<file path="src/rtl/pipeline_hazard_ctrl_pkg.sv">
// ---------------------------------------------------------------------------
// pipeline_hazard_ctrl_pkg
// Shared types and constants for the pipeline hazard controller:
//   mem_state_t      - memory-wait FSM states (IDLE, MEM_WAIT, ERROR)
//   fwd_sel_t        - operand forward select (register file / W / M)
//   RESULT_SRC_LOAD  - ResultSrc encoding that marks a load
//   fwd_select()     - priority encoder for the forward mux select
// ---------------------------------------------------------------------------
package pipeline_hazard_ctrl_pkg;

  typedef enum logic [1:0] {
    ST_IDLE     = 2'b00,
    ST_MEM_WAIT = 2'b01,
    ST_ERROR    = 2'b10
  } mem_state_t;

  typedef enum logic [1:0] {
    FWD_REG = 2'b00,
    FWD_W   = 2'b01,
    FWD_M   = 2'b10
  } fwd_sel_t;

  localparam logic [1:0] RESULT_SRC_LOAD = 2'b01;

  // The Memory stage holds the younger result, so it wins over Writeback.
  function automatic fwd_sel_t fwd_select(input logic hit_m, input logic hit_w);
    if (hit_m)      return FWD_M;
    else if (hit_w) return FWD_W;
    else            return FWD_REG;
  endfunction

endpackage

</file>
<file path="src/rtl/pipeline_hazard_ctrl_mem_wait_fsm.sv">
// ---------------------------------------------------------------------------
// mem_wait_fsm
// Tracks outstanding memory accesses in the Memory stage and raises a sticky
// timeout error when memory stays unready for too long.
//   clk, rst        - clock, synchronous active-high reset
//   i_mem_req       - Memory stage holds a load or store
//   i_mem_ready     - memory completes the access this cycle
//   o_mem_stall     - stall request (waiting, or permanently in ERROR)
//   o_mem_timeout   - sticky timeout flag (registered)
//   o_state         - current FSM state, exposed for debug/checkers
// Parameter MEM_TIMEOUT: wait cycles allowed before ERROR; 0 disables.
// FSM written as state register / next-state comb / output comb.
// ---------------------------------------------------------------------------
module mem_wait_fsm
  import pipeline_hazard_ctrl_pkg::*;
#(
  parameter int MEM_TIMEOUT = 64
) (
  input  logic       clk,
  input  logic       rst,
  input  logic       i_mem_req,
  input  logic       i_mem_ready,
  output logic       o_mem_stall,
  output logic       o_mem_timeout,
  output mem_state_t o_state
);

  localparam int CNT_W = (MEM_TIMEOUT < 2) ? 1 : $clog2(MEM_TIMEOUT + 1);
  localparam logic [CNT_W-1:0] TIMEOUT_VAL = CNT_W'(MEM_TIMEOUT);
  localparam bit TIMEOUT_EN = (MEM_TIMEOUT != 0);

  mem_state_t       r_state;
  logic [CNT_W-1:0] r_wait_cnt;
  logic             r_mem_timeout;

  mem_state_t       w_state_nxt;
  logic [CNT_W-1:0] w_cnt_nxt;
  logic [CNT_W-1:0] w_cnt_inc;
  logic             w_timeout_nxt;

  // r_wait_cnt holds the number of completed wait cycles. It saturates so
  // that a disabled timeout can wait forever without wrapping.
  assign w_cnt_inc = (&r_wait_cnt) ? r_wait_cnt : r_wait_cnt + CNT_W'(1);

  // State register
  always_ff @(posedge clk) begin
    if (rst) begin
      r_state       <= ST_IDLE;
      r_wait_cnt    <= '0;
      r_mem_timeout <= 1'b0;
    end else begin
      r_state       <= w_state_nxt;
      r_wait_cnt    <= w_cnt_nxt;
      r_mem_timeout <= w_timeout_nxt;
    end
  end

  // Next-state logic. The timeout fires on the edge where the counter
  // becomes MEM_TIMEOUT, so MemTimeout is visible the following cycle.
  always_comb begin
    w_state_nxt   = r_state;
    w_cnt_nxt     = r_wait_cnt;
    w_timeout_nxt = r_mem_timeout;
    case (r_state)
      ST_IDLE: begin
        if (i_mem_req && !i_mem_ready) begin
          w_cnt_nxt = CNT_W'(1);
          if (TIMEOUT_EN && (CNT_W'(1) == TIMEOUT_VAL)) begin
            w_state_nxt   = ST_ERROR;
            w_timeout_nxt = 1'b1;
          end else begin
            w_state_nxt = ST_MEM_WAIT;
          end
        end
      end
      ST_MEM_WAIT: begin
        if (i_mem_ready) begin
          w_state_nxt = ST_IDLE;
          w_cnt_nxt   = '0;
        end else begin
          w_cnt_nxt = w_cnt_inc;
          if (TIMEOUT_EN && (w_cnt_inc == TIMEOUT_VAL)) begin
            w_state_nxt   = ST_ERROR;
            w_timeout_nxt = 1'b1;
          end
        end
      end
      ST_ERROR: begin
        w_state_nxt = ST_ERROR;
      end
      default: begin
        w_state_nxt = ST_IDLE;
        w_cnt_nxt   = '0;
      end
    endcase
  end

  // Outputs. A same-cycle ready never stalls; ERROR stalls regardless of
  // inputs and releases as soon as reset returns the state to IDLE.
  always_comb begin
    o_mem_stall   = (i_mem_req && !i_mem_ready) || (r_state == ST_ERROR);
    o_mem_timeout = r_mem_timeout;
    o_state       = r_state;
  end

endmodule

</file>
<file path="src/rtl/pipeline_hazard_ctrl.sv">
// ---------------------------------------------------------------------------
// pipeline_hazard_ctrl
// Hazard unit for a 5-stage pipeline: operand forwarding, load-use stall,
// branch flush and memory-wait stall with timeout, plus optional perf
// counters.
//   Inputs : clk, rst (sync, active-high), stage register indices
//            (Rs1D, Rs2D, Rs1E, Rs2E, RdE, RdM, RdW), RegWriteE/M/W,
//            ResultSrcE, PCSrcE, MemReqM, MemReadyM
//   Outputs: ForwardAE/BE, StallFetch/Decode/Execute/Memory,
//            FlushDecode/Execute/Writeback, MemTimeout,
//            LoadUseCnt, MemStallCnt, FlushCnt, o_dbg_state (FSM state)
// Macro HAZARD_PERF_CNT_EN: when defined the performance counters are
// built; otherwise the counter ports are driven with zero.
// ---------------------------------------------------------------------------
module pipeline_hazard_ctrl
  import pipeline_hazard_ctrl_pkg::*;
#(
  parameter int REG_FILE_ADDRESS_WIDTH = 5,
  parameter int MEM_TIMEOUT            = 64,
  parameter int PERF_CNT_WIDTH         = 32
) (
  input  logic                              clk,
  input  logic                              rst,
  input  logic [REG_FILE_ADDRESS_WIDTH-1:0] Rs1D,
  input  logic [REG_FILE_ADDRESS_WIDTH-1:0] Rs2D,
  input  logic [REG_FILE_ADDRESS_WIDTH-1:0] Rs1E,
  input  logic [REG_FILE_ADDRESS_WIDTH-1:0] Rs2E,
  input  logic [REG_FILE_ADDRESS_WIDTH-1:0] RdE,
  input  logic [REG_FILE_ADDRESS_WIDTH-1:0] RdM,
  input  logic [REG_FILE_ADDRESS_WIDTH-1:0] RdW,
  input  logic                              RegWriteE,
  input  logic                              RegWriteM,
  input  logic                              RegWriteW,
  input  logic [1:0]                        ResultSrcE,
  input  logic                              PCSrcE,
  input  logic                              MemReqM,
  input  logic                              MemReadyM,
  output logic [1:0]                        ForwardAE,
  output logic [1:0]                        ForwardBE,
  output logic                              StallFetch,
  output logic                              StallDecode,
  output logic                              StallExecute,
  output logic                              StallMemory,
  output logic                              FlushDecode,
  output logic                              FlushExecute,
  output logic                              FlushWriteback,
  output logic                              MemTimeout,
  output logic [PERF_CNT_WIDTH-1:0]         LoadUseCnt,
  output logic [PERF_CNT_WIDTH-1:0]         MemStallCnt,
  output logic [PERF_CNT_WIDTH-1:0]         FlushCnt,
  output logic [1:0]                        o_dbg_state
);

  logic       w_mem_stall;
  logic       w_load_use;
  logic       w_flush_decode;
  mem_state_t w_state;
  fwd_sel_t   w_fwd_a;
  fwd_sel_t   w_fwd_b;

  // RegWriteE is part of the stage interface but the load-use check keys
  // off ResultSrcE alone; fold it in here so it is visibly consumed.
  logic w_unused;
  assign w_unused = RegWriteE;

  mem_wait_fsm #(
    .MEM_TIMEOUT(MEM_TIMEOUT)
  ) u_mem_wait_fsm (
    .clk          (clk),
    .rst          (rst),
    .i_mem_req    (MemReqM),
    .i_mem_ready  (MemReadyM),
    .o_mem_stall  (w_mem_stall),
    .o_mem_timeout(MemTimeout),
    .o_state      (w_state)
  );

  assign o_dbg_state = w_state;

  // Forwarding: register x0 is never forwarded.
  assign w_fwd_a = fwd_select(RegWriteM && (RdM != '0) && (RdM == Rs1E),
                              RegWriteW && (RdW != '0) && (RdW == Rs1E));
  assign w_fwd_b = fwd_select(RegWriteM && (RdM != '0) && (RdM == Rs2E),
                              RegWriteW && (RdW != '0) && (RdW == Rs2E));
  assign ForwardAE = w_fwd_a;
  assign ForwardBE = w_fwd_b;

  assign w_load_use = (ResultSrcE == RESULT_SRC_LOAD) && (RdE != '0) &&
                      ((RdE == Rs1D) || (RdE == Rs2D));

  // Memory stall freezes every stage and bubbles Writeback. A branch
  // resolved during the stall is not lost: Execute is held, so PCSrcE is
  // still asserted once the stall drops and the flush happens then.
  // A taken branch squashes the load-use victim, so no stall is needed.
  assign w_flush_decode = !w_mem_stall && PCSrcE;

  assign StallFetch     = w_mem_stall || (w_load_use && !PCSrcE);
  assign StallDecode    = w_mem_stall || (w_load_use && !PCSrcE);
  assign StallExecute   = w_mem_stall;
  assign StallMemory    = w_mem_stall;
  assign FlushDecode    = w_flush_decode;
  assign FlushExecute   = !w_mem_stall && (PCSrcE || w_load_use);
  assign FlushWriteback = w_mem_stall;

`ifdef HAZARD_PERF_CNT_EN
  logic [PERF_CNT_WIDTH-1:0] r_load_use_cnt;
  logic [PERF_CNT_WIDTH-1:0] r_mem_stall_cnt;
  logic [PERF_CNT_WIDTH-1:0] r_flush_cnt;

  // Saturating counters: they stop at all-ones rather than wrap.
  always_ff @(posedge clk) begin
    if (rst) begin
      r_load_use_cnt  <= '0;
      r_mem_stall_cnt <= '0;
      r_flush_cnt     <= '0;
    end else begin
      if (w_load_use && !w_mem_stall && !(&r_load_use_cnt))
        r_load_use_cnt <= r_load_use_cnt + PERF_CNT_WIDTH'(1);
      if (w_mem_stall && !(&r_mem_stall_cnt))
        r_mem_stall_cnt <= r_mem_stall_cnt + PERF_CNT_WIDTH'(1);
      if (w_flush_decode && !(&r_flush_cnt))
        r_flush_cnt <= r_flush_cnt + PERF_CNT_WIDTH'(1);
    end
  end

  assign LoadUseCnt  = r_load_use_cnt;
  assign MemStallCnt = r_mem_stall_cnt;
  assign FlushCnt    = r_flush_cnt;
`else
  assign LoadUseCnt  = '0;
  assign MemStallCnt = '0;
  assign FlushCnt    = '0;
`endif

endmodule
</file>
<file path="config.mk">
export PLATFORM = sky130hd
export DESIGN_NAME = pipeline_hazard_ctrl
export DESIGN_NICKNAME = d
export VERILOG_FILES = /design/src/rtl/pipeline_hazard_ctrl_pkg.sv /design/src/rtl/pipeline_hazard_ctrl_mem_wait_fsm.sv /design/src/rtl/pipeline_hazard_ctrl.sv
export SDC_FILE = /design/constraint.sdc
export NUM_CORES = 1
export LEC_CHECK = 0
export ABC_AREA = 1
export ABC_CLOCK_PERIOD_IN_PS = 2400
export BUFFER_PORTS_ARGS = -buffer_cell sky130_fd_sc_hd__buf_2
export CORE_ASPECT_RATIO = 0.9
export CORE_UTILIZATION = 42
export CTS_CLUSTER_SIZE = 25
export DETAILED_ROUTE_END_ITERATION = 7
export PLACE_DENSITY = 0.95
export RECOVER_POWER = 25
export SETUP_SLACK_MARGIN = 0.15
export SLEW_MARGIN = 0
export SYNTH_ARGS = -nofsm -noshare
export SYNTH_HDL_FRONTEND = slang
export SYNTH_SLANG_ARGS = --single-unit
</file>
<file path="constraint.sdc">
create_clock -name clk -period 2.4 [get_ports clk]
set_clock_uncertainty 0.15 [all_clocks]
set_input_delay 0.36 -clock clk [delete_from_list [all_inputs] [get_ports clk]]
set_output_delay 0.36 -clock clk [all_outputs]
set_load 0.01 [all_outputs]
</file>
==> metrics <==
Final Wtd Congestion=0.896; number of port buffers=57; register-to-register setup slack=0.57 ns; synth top area cells=buf_4 41%, dfxtp_1 11%, xnor2_1 8.7%, nand2_1 7.4%, xor2_1 5.3%; vias in the first global route=1229; CTS Buf Count=3; CP Max Fanout=6; min-delay worst type=input pin to register; Critical Path Start Type=register; clock sink count=10; Reg-to-Reg Start=u_mem_wait_fsm.r_wait_cnt[0]; hold worst-path end=u_mem_wait_fsm.o_state[0]; GRT overflow=0; setup tns final=0 ns; compound-gate portion of the synthesized area=0.0689; maximum vdd drop=0.383 mV; failing checks=DRC; Initial Utilization=0.443; Resized cells post-CTS=0; highest routed metal layer=met4; WP data arrival=1.80 ns; # Post-CTS Setup Buffers=0; initial antenna violation count=0; Skew-Pair Late Insertion Delay=0.24 ns; run status=finished with violations; main combinational cell family by area after synthesis=buffers and inverters; max_cap viols=0; mux cell area share after synthesis=0; Worst Setup Path Type=register to register; M1 wire length=1.21 mm; dpl cells=363; die area=0.00459 mm^2; Yosys cell types=28; DPL Wire Length=2.79 mm; min Tclk post-route=1.83 ns; Clock Pin Slew Worst Setup and Hold Paths=0.05 ns; R2R depth=10; Mapped Cells=264; worst hold slack=0.253 ns; CTS root buffer=clkbuf_8; post-route antenna net violation count=0; global-route wire length before repair=4.98 mm; PD cells=352 mW/mm^2; First DRT Iteration DRCs=51; crit-path cells=ha_1 -> nand2_1 -> nor2_2 -> nand2_2 -> nand2_1 -> nand3_2 -> nor2_2 -> nand3_1 -> nand2_1 -> a21oi_2; Synth async-reset ratio=0; Max Freq=0.547 GHz; Post-synth top cells=100 x buf_4, 36 x nand2_1, 18 x nor2_1, 18 x xnor2_1, 12 x inv_1; yosys warns=0; metal2 WL=1.64 mm; most common cell in the synthesized netlist=buf_4; Met3 Wirelength=230 um; wirelength, routed=3.13 mm; CP max stage delay=0.42 ns; placeable core area=0.00410 mm^2; Pleak=0.000937 uW; Total Nets Final=366; DRT Pass-1 Iters=6; I/O pin count=155; Yosys top cell area share=0.414; DRC=11; CP endpoint kind=register; Hold Path Depth=2; synthesized flop and latch total=10; share of cells above drive strength 1=0.216; die width=71.3 um; Post-synth EDFFs=0; Worst Path Required=2.38 ns; total track usage=0.134; Vias=1478; # setup viols final=0; Main synth FF type=dfxtp_1; Worst path depth=10; final slew viol count=0; xor/xnor share of the synthesized area=0.140; Worst Hold Launch=rst; largest net degree at the start of global routing=10; Area Overhead vs Synth=-0.620%; num rows=22; CTS tree=done; final hold vios=0; Final Non-Filler Cells=367; unrepaired setup endpoints after global routing=no; Post-Syn Area=0.00182 mm^2; Ant. Diodes=0; height of the die=64.4 um; register area share after synthesis=0.110; CTS Buffer Depth=2; Post-CTS Hold Buffers=0; Buf/Inv on CP=0; Avg WL per Cell=8.54 um; area share of fa/ha/maj cells after synthesis=0.00689; most used cell, CP=nand2_1; worst r2r dst=u_mem_wait_fsm.o_state[0]; fin crit share=0.762; top cell family by delay on the critical path=simple AND/OR/NAND/NOR gates; syn_area_per_cell=6.88 um^2; Crit-path slowest cell=dfxtp_1; area share of and/or/nand/nor cells after synthesis=0.223; Avg Vias per Cell=4.03; cell accounting for the most synthesized area=buf_4; H-tree Lvls=1
==> where the power goes <==
part           switching, uW  internal, uW
registers               5.07           171
clock network           68.4           144
logic                    164          80.9
total                    238           396
==> flip-flops by register name (all words and copies together) (netlist names) <==
| name | flops |
|---|---|
| u_mem_wait_fsm.o_mem_timeout | 1 |
| u_mem_wait_fsm.o_state | 2 |
| u_mem_wait_fsm.r_wait_cnt | 7 |
==> per-stage QoR <==
stage / total power, uW / utilization / worst slack [ns] / area, um^2
after floorplan: 464 / - / 0.675 / 2170
after global placement: 417 / 0.428 / 0.619 / 1760
after detailed placement: 424 / 0.428 / 0.570 / 1760
after CTS: 642 / 0.441 / 0.566 / 1810
after global routing: 676 / 0.440 / 0.358 / 1800
final: 634 / 0.440 / 0.571 / 1800
==> cell type report <==
| class | instances | area [um^2] |
|---|---|---|
| tap | 48 | 60.1 |
| inverter | 14 | 52.6 |
| clock buffer | 4 | 55.1 |
| fill | 429 | 2300 |
| multi-input combinational | 234 | 1160 |
| sequential | 10 | 200 |
| timing repair buffer | 57 | 279 |
==> cells by family after synthesis <==
kind of cell,Yosys count
simple gates,87
fa+ha+maj,1
xor+xnor,29
compound gates,21
other cells,1
buf+inv,115
flops,10
==> layer usage <==
metal / track usage / vias up
li1: - / 750
met1: 0.148 / 645
met2: 0.255 / 79
met3: 0.0237 / 4
met4: 0.0450 / 0
met5: 0 / -
==> worst max-delay path by stage <==
stage / start / end / slack, ns
2_1_floorplan: RdE[4] / StallFetch / 0.67
3_3_place_gp: u_mem_wait_fsm.r_wait_cnt[0] / u_mem_wait_fsm.o_state[0] / 0.62
3_5_place_dp: u_mem_wait_fsm.r_wait_cnt[1] / u_mem_wait_fsm.o_state[0] / 0.57
4_1_cts: u_mem_wait_fsm.r_wait_cnt[0] / u_mem_wait_fsm.o_state[0] / 0.57
5_1_grt: u_mem_wait_fsm.r_wait_cnt[0] / u_mem_wait_fsm.o_state[0] / 0.36
6_report: u_mem_wait_fsm.r_wait_cnt[0] / u_mem_wait_fsm.o_state[0] / 0.57
==> cell usage in the layout (no fill, tap or decap), drive strengths merged, types with 4 or more instances in the layout <==
cell type  instances
o21ai              4
buf               52
clkbuf             9
nand3             13
nor3               4
conb              96
dfxtp             10
nand2             40
inv               13
a21oi             12
nand4              4
xor2              11
xnor2             18
nor2              22
No activity file was read; power rests on OpenSTA's default activity.
